[src/rtl/csr_pkg.sv]
// Shared definitions for the machine-mode CSR unit: addresses, op encoding,
// mstatus bit positions and small helpers used by the unit and its counters.
package csr_pkg;

  localparam logic [11:0] CSR_MSTATUS       = 12'h300;
  localparam logic [11:0] CSR_MIE           = 12'h304;
  localparam logic [11:0] CSR_MTVEC         = 12'h305;
  localparam logic [11:0] CSR_MCOUNTINHIBIT = 12'h320;
  localparam logic [11:0] CSR_MEPC          = 12'h341;
  localparam logic [11:0] CSR_MCAUSE        = 12'h342;
  localparam logic [11:0] CSR_MIP           = 12'h344;
  localparam logic [11:0] CSR_MCYCLE        = 12'hB00;
  localparam logic [11:0] CSR_MCYCLEH       = 12'hB80;

  localparam int MSTATUS_MIE  = 3;
  localparam int MSTATUS_MPIE = 7;
  localparam int IRQ_BASE     = 16;

  typedef enum logic [1:0] {
    CSR_OP_NONE  = 2'b00,
    CSR_OP_WRITE = 2'b01,
    CSR_OP_SET   = 2'b10,
    CSR_OP_CLEAR = 2'b11
  } csr_op_e;

  function automatic logic [31:0] irq_cause(input logic [4:0] idx);
    return {1'b1, 31'(IRQ_BASE) + 31'(idx)};
  endfunction

  function automatic logic [31:0] csr_apply(input csr_op_e op, input logic [31:0] old_val,
                                            input logic [31:0] wdata);
    case (op)
      CSR_OP_WRITE: return wdata;
      CSR_OP_SET:   return old_val | wdata;
      CSR_OP_CLEAR: return old_val & ~wdata;
      default:      return old_val;
    endcase
  endfunction

  // Counter index 0 = mcycle, 1 = minstret, 2+k = mhpmcounter(3+k); index 1 skips the time slot.
  function automatic logic [11:0] counter_addr(input int idx, input logic hi);
    logic [11:0] a;
    a = hi ? CSR_MCYCLEH : CSR_MCYCLE;
    if (idx != 0) a = a | 12'(idx + 1);
    return a;
  endfunction

endpackage

[src/rtl/csr_irq_perf_unit_if.sv]
// CSR access bus between decode/execute (master) and the CSR unit (slave).
interface csr_irq_perf_unit_if;
  import csr_pkg::*;

  logic [11:0] csr_addr;
  csr_op_e     csr_op;
  logic [31:0] csr_wdata;
  logic [31:0] csr_rdata;
  logic        csr_illegal;

  modport master (output csr_addr, csr_op, csr_wdata, input csr_rdata, csr_illegal);
  modport slave  (input csr_addr, csr_op, csr_wdata, output csr_rdata, csr_illegal);

endinterface

[src/rtl/csr_counter64.sv]
// 64-bit event counter with independently writable halves; a write wins over the increment.
module csr_counter64 (
  input  logic        clk,
  input  logic        reset,
  input  logic        en,
  input  logic        wr_lo,
  input  logic        wr_hi,
  input  logic [31:0] wdata,
  output logic [63:0] value
);

  always_ff @(posedge clk or posedge reset) begin
    if (reset) begin
      value <= '0;
    end else if (wr_lo) begin
      value[31:0] <= wdata;
    end else if (wr_hi) begin
      value[63:32] <= wdata;
    end else if (en) begin
      value <= value + 64'd1;
    end
  end

endmodule

[src/rtl/csr_irq_perf_unit.sv]
// Machine-mode CSR unit: prioritised external interrupts, trap/mret sequencing and HPM counters.
// Define CSR_VECTORED_EN to enable vectored mtvec mode (mtvec[1:0] = 01).
module csr_irq_perf_unit
  import csr_pkg::*;
#(
  parameter int NUM_IRQ     = 4,
  parameter int NUM_HPM     = 2,
  parameter int SYNC_STAGES = 2
) (
  input  logic                                   clk,
  input  logic                                   reset,
  input  logic [31:0]                            pc,
  csr_irq_perf_unit_if.slave                     bus,
  input  logic                                   mret,
  input  logic                                   instr_retire,
  input  logic [((NUM_HPM > 0) ? NUM_HPM : 1)-1:0] hpm_event,
  input  logic [NUM_IRQ-1:0]                     irq_in,
  output logic                                   redirect,
  output logic [31:0]                            redirect_pc
);

  localparam int          NUM_CNT      = 2 + NUM_HPM;
  localparam logic [63:0] IRQ_ONES     = (64'd1 << NUM_IRQ) - 64'd1;
  localparam logic [31:0] MIE_MASK     = 32'(IRQ_ONES << IRQ_BASE);
  localparam logic [63:0] HPM_ONES     = (64'd1 << NUM_HPM) - 64'd1;
  localparam logic [31:0] INHIBIT_MASK = 32'h5 | 32'(HPM_ONES << 3);

  logic [NUM_IRQ-1:0] sync_q [SYNC_STAGES];
  logic [NUM_IRQ-1:0] irq_pend;
  logic               mstatus_mie, mstatus_mpie;
  logic [31:0]        mie_q, mtvec_q, mepc_q, mcause_q, mcountinhibit_q, mip_val;
  logic [63:0]        cnt_val [NUM_CNT];
  logic [NUM_CNT-1:0] cnt_en, cnt_wr_lo, cnt_wr_hi;
  logic [31:0]        rd_data, wr_data;
  logic               csr_hit, csr_we;
  logic               take_irq;
  logic [4:0]         irq_idx;
  logic [31:0]        trap_cause, trap_pc;

  always_ff @(posedge clk or posedge reset) begin
    if (reset) begin
      for (int s = 0; s < SYNC_STAGES; s++) sync_q[s] <= '0;
    end else begin
      sync_q[0] <= irq_in;
      for (int s = 1; s < SYNC_STAGES; s++) sync_q[s] <= sync_q[s-1];
    end
  end

  assign mip_val = 32'(sync_q[SYNC_STAGES-1]) << IRQ_BASE;

  always_comb begin
    rd_data = '0;
    csr_hit = 1'b1;
    case (bus.csr_addr)
      CSR_MSTATUS: begin
        rd_data[MSTATUS_MIE]  = mstatus_mie;
        rd_data[MSTATUS_MPIE] = mstatus_mpie;
      end
      CSR_MIE:           rd_data = mie_q;
      CSR_MTVEC:         rd_data = mtvec_q;
      CSR_MCOUNTINHIBIT: rd_data = mcountinhibit_q;
      CSR_MEPC:          rd_data = mepc_q;
      CSR_MCAUSE:        rd_data = mcause_q;
      CSR_MIP:           rd_data = mip_val;
      default:           csr_hit = 1'b0;
    endcase
    for (int c = 0; c < NUM_CNT; c++) begin
      if (bus.csr_addr == counter_addr(c, 1'b0)) begin
        rd_data = cnt_val[c][31:0];
        csr_hit = 1'b1;
      end
      if (bus.csr_addr == counter_addr(c, 1'b1)) begin
        rd_data = cnt_val[c][63:32];
        csr_hit = 1'b1;
      end
    end
  end

  // Set/clear operate on the read-back value, so WARL masking of the old value carries through.
  assign csr_we          = (bus.csr_op != CSR_OP_NONE) && csr_hit;
  assign wr_data         = csr_apply(bus.csr_op, rd_data, bus.csr_wdata);
  assign bus.csr_rdata   = rd_data;
  assign bus.csr_illegal = (bus.csr_op != CSR_OP_NONE) && !csr_hit;

  always_comb begin
    cnt_en    = '0;
    cnt_wr_lo = '0;
    cnt_wr_hi = '0;
    for (int c = 0; c < NUM_CNT; c++) begin
      cnt_wr_lo[c] = csr_we && (bus.csr_addr == counter_addr(c, 1'b0));
      cnt_wr_hi[c] = csr_we && (bus.csr_addr == counter_addr(c, 1'b1));
    end
    cnt_en[0] = ~mcountinhibit_q[0];
    cnt_en[1] = instr_retire & ~mcountinhibit_q[2];
    for (int k = 0; k < NUM_HPM; k++) cnt_en[2+k] = hpm_event[k] & ~mcountinhibit_q[3+k];
  end

  for (genvar c = 0; c < NUM_CNT; c++) begin : g_cnt
    csr_counter64 u_cnt (
      .clk   (clk),
      .reset (reset),
      .en    (cnt_en[c]),
      .wr_lo (cnt_wr_lo[c]),
      .wr_hi (cnt_wr_hi[c]),
      .wdata (wr_data),
      .value (cnt_val[c])
    );
  end

  always_comb begin
    irq_pend = sync_q[SYNC_STAGES-1] & mie_q[IRQ_BASE +: NUM_IRQ];
    irq_idx  = '0;
    for (int i = NUM_IRQ - 1; i >= 0; i--) begin
      if (irq_pend[i]) irq_idx = 5'(i);
    end
  end

  assign take_irq   = mstatus_mie && (|irq_pend) && !mret;
  assign trap_cause = irq_cause(irq_idx);

`ifdef CSR_VECTORED_EN
  assign trap_pc = mtvec_q[0] ? ({mtvec_q[31:2], 2'b00} + {trap_cause[29:0], 2'b00})
                              : {mtvec_q[31:2], 2'b00};
`else
  assign trap_pc = {mtvec_q[31:2], 2'b00};
`endif

  assign redirect    = take_irq | mret;
  assign redirect_pc = mret ? mepc_q : (take_irq ? trap_pc : '0);

  always_ff @(posedge clk or posedge reset) begin
    if (reset) begin
      mstatus_mie     <= 1'b0;
      mstatus_mpie    <= 1'b0;
      mie_q           <= '0;
      mtvec_q         <= '0;
      mepc_q          <= '0;
      mcause_q        <= '0;
      mcountinhibit_q <= '0;
    end else begin
      if (csr_we && bus.csr_addr == CSR_MIE) mie_q <= wr_data & MIE_MASK;
      if (csr_we && bus.csr_addr == CSR_MTVEC) begin
`ifdef CSR_VECTORED_EN
        mtvec_q <= {wr_data[31:2], 1'b0, (wr_data[1:0] == 2'b01)};
`else
        mtvec_q <= {wr_data[31:2], 2'b00};
`endif
      end
      if (csr_we && bus.csr_addr == CSR_MCOUNTINHIBIT) mcountinhibit_q <= wr_data & INHIBIT_MASK;
      // Trap entry owns mepc/mcause/mstatus; a concurrent CSR write to them is dropped.
      if (take_irq) begin
        mepc_q       <= pc & ~32'h3;
        mcause_q     <= trap_cause;
        mstatus_mpie <= mstatus_mie;
        mstatus_mie  <= 1'b0;
      end else begin
        if (mret) begin
          mstatus_mie  <= mstatus_mpie;
          mstatus_mpie <= 1'b1;
        end else if (csr_we && bus.csr_addr == CSR_MSTATUS) begin
          mstatus_mie  <= wr_data[MSTATUS_MIE];
          mstatus_mpie <= wr_data[MSTATUS_MPIE];
        end
        if (csr_we && bus.csr_addr == CSR_MEPC)   mepc_q   <= wr_data & ~32'h3;
        if (csr_we && bus.csr_addr == CSR_MCAUSE) mcause_q <= wr_data;
      end
    end
  end

endmodule

[src/flat_wrapper.sv]
// flat-port wrapper written by rule: the top's interface ports become plain ports
module csr_irq_perf_unit_flat import csr_pkg::*;
#(
  parameter int NUM_IRQ     = 4,
  parameter int NUM_HPM     = 2,
  parameter int SYNC_STAGES = 2
)
  (clk, reset, pc, mret, instr_retire, hpm_event, irq_in, redirect, redirect_pc, bus_csr_addr, bus_csr_op, bus_csr_wdata, bus_csr_rdata, bus_csr_illegal);
  csr_irq_perf_unit_if bus_i ();
  input  logic clk;
  input  logic reset;
  input  logic [31:0] pc;
  input  logic mret;
  input  logic instr_retire;
  input  logic [((NUM_HPM > 0) ? NUM_HPM : 1)-1:0] hpm_event;
  input  logic [NUM_IRQ-1:0] irq_in;
  output logic redirect;
  output logic [31:0] redirect_pc;
  input wire logic [$bits(bus_i.csr_addr)-1:0] bus_csr_addr;
  input wire logic [$bits(bus_i.csr_op)-1:0] bus_csr_op;
  input wire logic [$bits(bus_i.csr_wdata)-1:0] bus_csr_wdata;
  output wire logic [$bits(bus_i.csr_rdata)-1:0] bus_csr_rdata;
  output wire logic [$bits(bus_i.csr_illegal)-1:0] bus_csr_illegal;
  assign bus_i.csr_addr = bus_csr_addr;
  assign bus_i.csr_op = bus_csr_op;
  assign bus_i.csr_wdata = bus_csr_wdata;
  assign bus_csr_rdata = bus_i.csr_rdata;
  assign bus_csr_illegal = bus_i.csr_illegal;
  csr_irq_perf_unit #(.NUM_IRQ(NUM_IRQ), .NUM_HPM(NUM_HPM), .SYNC_STAGES(SYNC_STAGES)) u_core (.clk(clk), .reset(reset), .pc(pc), .bus(bus_i), .mret(mret), .instr_retire(instr_retire), .hpm_event(hpm_event), .irq_in(irq_in), .redirect(redirect), .redirect_pc(redirect_pc));
endmodule
[config.mk]
export PLATFORM = sky130hd
export DESIGN_NAME = csr_irq_perf_unit_flat
export DESIGN_NICKNAME = d
export VERILOG_FILES = /design/src/rtl/csr_pkg.sv /design/src/rtl/csr_irq_perf_unit_if.sv /design/src/rtl/csr_counter64.sv /design/src/rtl/csr_irq_perf_unit.sv /design/src/flat_wrapper.sv
export SDC_FILE = /design/constraint.sdc
export NUM_CORES = 1
export LEC_CHECK = 0
export ABC_AREA = 1
export CORE_UTILIZATION = 46
export DETAILED_ROUTE_END_ITERATION = 7
export PLACE_DENSITY = 0.74
export SYNTH_ARGS = -nofsm -noshare
export SYNTH_HDL_FRONTEND = slang
export SYNTH_SLANG_ARGS = --single-unit
[constraint.sdc]
create_clock -name clk -period 39.6 [get_ports clk]
set_clock_uncertainty 0.2 [all_clocks]
set_input_delay 11.88 -clock clk [delete_from_list [all_inputs] [get_ports clk]]
set_output_delay 11.88 -clock clk [all_outputs]
set_load 0.005 [all_outputs]
---- Yosys cells after proc, flatten, opt, wreduce, memory -nomap -nowiden ----
Index checks and enable logic that the tools add are counted.
word-level totals
  word-level logic and storage cells ...... 156
  bits of input ports ..................... 88
  register bits ........................... 368
operators by class
  muxes and demuxes ....................... 55
  reductions and logical operators ........ 40
  equal/unequal tests ..................... 24
  $add $sub $neg .......................... 5
  bitwise operators ....................... 15
operators by type and width
  operator                                                                 count
  32-bit two-way mux                                                       26
  64-bit by 1-bit adder with 64-bit output, second input constant          4
  64-bit two-way mux                                                       4
  24-bit case mux with 5 select lines                                      1
  12-bit equality test, second input constant                              8
  32-bit case mux with 3 select lines                                      1
  12-bit by 10-bit equality test with 1-bit output, second input constant  7
  32-bit AND                                                               1
  32-bit NOT                                                               1
  32-bit bitwise OR                                                        1
  3-bit case mux with 4 select lines                                       2
  1-bit logical AND                                                        18
  2-bit nonzero test                                                       9
  2-bit AND reduction                                                      8
  1-bit two-way mux                                                        15
  2-bit != test, second input constant                                     6
  2-bit two-way mux                                                        4
  1-bit NOT                                                                7
  7-bit OR reduction                                                       1
  5-bit by 2-bit adder with 6-bit output, first input constant             1
  1-bit case mux with 5 select lines                                       1
  4-bit AND                                                                1
  2-bit equality test, second input constant                               2
  1-bit case mux with 4 select lines                                       1
  6 further kinds                                                          9

---- Depth between registers and ports, before layout ----
  depth after elaboration ................. 16
  gate-level depth with buffers ........... 20

---- Cells and area by module ----
A second synthesis with hierarchy kept.
unflattened totals
  cell total of the unflattened synthesis .. 4879
  area, all modules ....................... 29333.1 um^2
modules (own cells, without submodules)
  module             cells an instance  instances  area an instance (um^2)  seq. area each (um^2)
  csr_counter64      796                4          4889.7                   1601.5
  csr_irq_perf_unit  1695               1          9774.4                   2752.6

---- Least setup slack after synthesis ----
OpenSTA, ideal clock, no wires.
  path kind ............................... input port to output port
  start point ............................. input bus_csr_addr[9]
  end point ............................... output bus_csr_rdata[1]
  buffers on the path ..................... 1
  required time ........................... 27520 ps
  setup slack ............................. 14087 ps
  arrival ................................. 13433 ps
  stages on the path ...................... 12
  cell sequence ........................... nand2_1 -> inv_2 -> nand3_2 -> nor2_4 -> nand2_1 -> inv_1 -> buf_2 -> a21oi_1 -> o211a_1 -> o21ai_0 -> nand2_1 -> a21boi_0
on the way
  longest elaborated chain between the ends .. 10
  elaborated cells on any way between the ends .. 21
  those cells by class .................... eq/ne (12); mux (9)
ends and longest elaborated chain
  item                                              line                     text
  start: declaration                                flat_wrapper.sv:19       input wire logic [$bits(bus_i.csr_addr)-1:0] bus_csr_addr;
  12-bit by 10-bit equality test with 1-bit output  csr_irq_perf_unit.sv:54  case (bus.csr_addr)
  3-bit case mux with 4 select lines                csr_irq_perf_unit.sv:54
  32-bit two-way mux                                csr_irq_perf_unit.sv:68  if (bus.csr_addr == counter_addr(c, 1'b0)) begin
  32-bit two-way mux                                csr_irq_perf_unit.sv:72  if (bus.csr_addr == counter_addr(c, 1'b1)) begin
  32-bit two-way mux                                csr_irq_perf_unit.sv:68
  32-bit two-way mux                                csr_irq_perf_unit.sv:72
  32-bit two-way mux                                csr_irq_perf_unit.sv:68
  32-bit two-way mux                                csr_irq_perf_unit.sv:72
  32-bit two-way mux                                csr_irq_perf_unit.sv:68
  32-bit two-way mux *                              csr_irq_perf_unit.sv:72
  end: declaration                                  flat_wrapper.sv:22       output wire logic [$bits(bus_i.csr_rdata)-1:0] bus_csr_rdata;
Every way passes the cells marked *; elsewhere a longest branch is shown, timed or not.

---- Final worst setup path ----
  start point ............................. input bus_csr_addr[0]
  end point ............................... output bus_csr_rdata[25]
on the way
  longest elaborated chain between the ends .. 10
  elaborated cells on any way between the ends .. 22
  those cells by class .................... eq/ne (13); mux (9)
ends and longest elaborated chain
  item                                              line
  12-bit by 10-bit equality test with 1-bit output  csr_irq_perf_unit.sv:54
  24-bit case mux with 5 select lines               csr_irq_perf_unit.sv:54
  32-bit two-way mux                                csr_irq_perf_unit.sv:68
  32-bit two-way mux                                csr_irq_perf_unit.sv:72
  32-bit two-way mux                                csr_irq_perf_unit.sv:68
  32-bit two-way mux                                csr_irq_perf_unit.sv:72
  32-bit two-way mux                                csr_irq_perf_unit.sv:68
  32-bit two-way mux                                csr_irq_perf_unit.sv:72
  32-bit two-way mux                                csr_irq_perf_unit.sv:68
  32-bit two-way mux *                              csr_irq_perf_unit.sv:72
Marks and branches as above.

==> results.ini <==
[outcome]
status = finished, final reports clean

[global_routing]
grt_pass1_vias = 27800
grt_pass1_wl_um = 184000
antenna_found_initial = 3
grt_start_max_net_pins = 147
grt-ovfl-total = 0
grt_use_total = 0.415

[finish]
stdcell_count = 5051
finalInstanceArea_mm2 = 0.0306
syn_to_final_growth_pct = 13.2
drive_gt1_frac = 0.0546
final_util = 0.529
nets = 4340

[place]
place_hpwl_um = 91300
place.gp.congestion = 1.07
io_buffers = 149
place_inst = 4967
place_area_mm2 = 0.0291

[detailed_routing]
vias = 30600
first_pass_iters = 6
drt_drc_violations_left = 0
via_per_inst = 6.05
wire_per_inst_um = 24.9
drt_iter0_drc = 4736
routed_wl_um = 126000
ant_nets = 0

[timing]
period_needed_ns = 28.41
setup-tns-final_ns = 0
worst_pin_slew_ns = 1.30
slew_headroom = 0.127
rsz0062_at_grt = false
final_hold_viol_count = 0
drv_slew = 0
fmax_mhz = 35.2
finalCritPeriodShare = 0.717
setup_viol = 0

[pwr]
ir_drop_mv = 0.0483
total_power_uw = 956
power_density_mw_per_mm2 = 31.2
p_leak_uw = 0.0135

[synth]
yosysTopAreaCell = dfrtp_1
syn_area_mm2 = 0.0271
synth_area_leaders = dfrtp_1 (34%), nand2_1 (16%), inv_1 (6.4%)
synth_cells = 4167
synth_seq_cells = 366
yosysWarnings = 0
synth_cell_types = 58
avgSynthCellArea_um2 = 6.49
synth_top_area_frac = 0.339
yosysSeqAreaShare = 0.339
synth_top_flop_cell = dfrtp_1
synthArstFlopShare = 1.00
synth_edf_count = 0

[worst_hold_path]
worstHoldStart = u_core.sync_q[7]$_DFF_PP0_
hold_depth = 0
min_to = u_core.mip_val[19]$_DFF_PP0_
hold_class = register to register

[setup_path]
cp_cell_sequence = clkdlybuf4s50_1, inv_1, nand3_2, inv_2, nand3_1, nand2_1, o21ai_0, nand2_1, nand2_1, nand2_1, nand2_1, a21boi_0, clkdlybuf4s50_1
critPathMaxStageDelay_ns = 0.83
reg2reg_depth = 12
required_ns = 27.52
arrival_ns = 16.33
reg2reg_to = u_core.g_cnt[2].u_cnt.value[50]$_DFFE_PP0P_
r2r-start = u_core.mepc_q[18]$_DFFE_PP0P_
startpoint_type = input port
crit_type = input port to primary output
cp-startpoint = bus_csr_addr[0]
cp-end-kind = primary output
ff2ff_setup_slack_ns = 35.69
critPathSlowestCell = nand2_1
cp_common_cell = nand2_1
critPathMaxFanout = 15

[floorplanning]
die_area_mm2 = 0.0598
row_count = 88
core_mm2 = 0.0579
die_x_um = 245
die_h_um = 245
io_pins = 154
initial_utilization = 0.467

[clock_tree]
cts_sinks = 366
htree_levels = 2
cts.reportedPaths.clkPinSlew_ns = 0.06
cts_buffers = 44
root_buffer = clkbuf_16
cts-hold-fix-buffers = 0
clock_latency_ns = 0.64
ctsResizeCount = 0
post-cts-setup-buffers = 0
clockBufferDepth = 3
cts_tree = yes

[run]
maxCapViolCount = 0

-- synth_stat cells, types with 14 or more instances --
cell / number
a21oi_1: 188
buf_2: 59
clkbuf_1: 66
dfrtp_1: 366
inv_1: 462
inv_2: 29
nand2_1: 1180
nand2_2: 17
nand3_1: 244
nand4_1: 110
nor2_1: 427
nor3_1: 156
nor3_2: 16
nor4_1: 46
o211ai_1: 38
o21ai_0: 250
o21ai_1: 129
o21bai_1: 18
o22ai_1: 43
or2_2: 14
xnor2_1: 24
xor2_1: 145
-- worst max-delay path, delay by kind of cell --
| family | cells | cell delay [ns] |
|---|---|---|
| buffers and inverters | 4 | 1.64 |
| and+or+nand+nor | 7 | 1.93 |
| AOI/OAI and AO/OA | 2 | 0.86 |
-- final cells by class --
class                           instances  area, um2
Inverter                              492       1850
Timing Repair Buffer                  184       1770
Multi-Input combinational cell       3160      15400
Sequential cell                       366       9160
Clock inverter                         21        243
Fill cell                            5924      27300
Tap cell                              765        957
Antenna cell                            3       7.51
Clock buffer                           60       1260
-- cell families after synthesis --
| family | Yosys count | synth area share |
|---|---|---|
| other | 1 | 0.000139 |
| AND/OR/NAND/NOR | 2268 | 0.365 |
| adder cells (fa/ha/maj) | 4 | 0.00185 |
| AO/OA/AOI/OAI | 715 | 0.145 |
| flip-flops | 366 | 0.339 |
| XOR/XNOR | 169 | 0.0547 |
| multiplexers | 2 | 0.000832 |
| buffers and inverters | 642 | 0.0940 |
-- layer usage --
metal	part of all wire	vias to the layer above	track usage
met5	0.00021	-	0
met4	0.062	4	0.217
met3	0.13	378	0.106
met2	0.41	2129	0.589
met1	0.40	14300	0.578
li1	-	13800	-
-- flip-flops by register name, indices dropped and copies added, names as in the netlist --
register                  flops
u_core.mstatus_mie            1
u_core.g_cnt.u_cnt.value    256
u_core.mcause_q              32
u_core.mie_q                  4
u_core.mepc_q                30
u_core.sync_q                 4
u_core.mcountinhibit_q        4
u_core.mip_val                4
u_core.mstatus_mpie           1
u_core.mtvec_q               30
-- report_power, final --
group / total [uW] / leakage, uW / switching, uW / internal (uW)
Clock: 435 / 0.000742 / 190 / 245
Combinational: 112 / 0.00839 / 75.6 / 36.3
Sequential: 409 / 0.00437 / 16.6 / 392
Total: 956 / 0.0135 / 282 / 674
-- worst max path at each step --
stage	end	slack, ns	depth (start not counted)
after floorplan	bus_csr_rdata[1]	14.09	12
after global placement	bus_csr_rdata[25]	11.49	13
after detailed placement	bus_csr_rdata[25]	11.51	13
after CTS	bus_csr_rdata[25]	11.47	13
after global routing	bus_csr_rdata[25]	11.27	13
final	bus_csr_rdata[25]	11.19	13
-- layout by cell type, fill, tap and decap left out, types with 17 or more instances in the layout --
| master | n |
|---|---|
| nand3_1 | 243 |
| nand2_2 | 17 |
| inv_2 | 30 |
| clkbuf_16 | 44 |
| nor2_1 | 425 |
| nand2_1 | 1180 |
| o21bai_1 | 18 |
| xnor2_1 | 24 |
| buf_4 | 34 |
| o21ai_0 | 250 |
| nor3_1 | 156 |
| o22ai_1 | 43 |
| inv_1 | 460 |
| a21oi_1 | 188 |
| dfrtp_1 | 366 |
| o21ai_1 | 129 |
| o211ai_1 | 38 |
| clkdlybuf4s50_1 | 149 |
| xor2_1 | 145 |
| nor4_1 | 46 |
| nand4_1 | 110 |
-- per-stage QoR --
step / hold WS, ns / worst slack (ns)
floorplan: 0.131 / 14.09
global placement: 0.134 / 11.49
detailed placement: 0.136 / 11.51
CTS: 0.158 / 11.47
global route: 0.161 / 11.27
finish: 0.153 / 11.19
(Power assumes the default switching activity.)
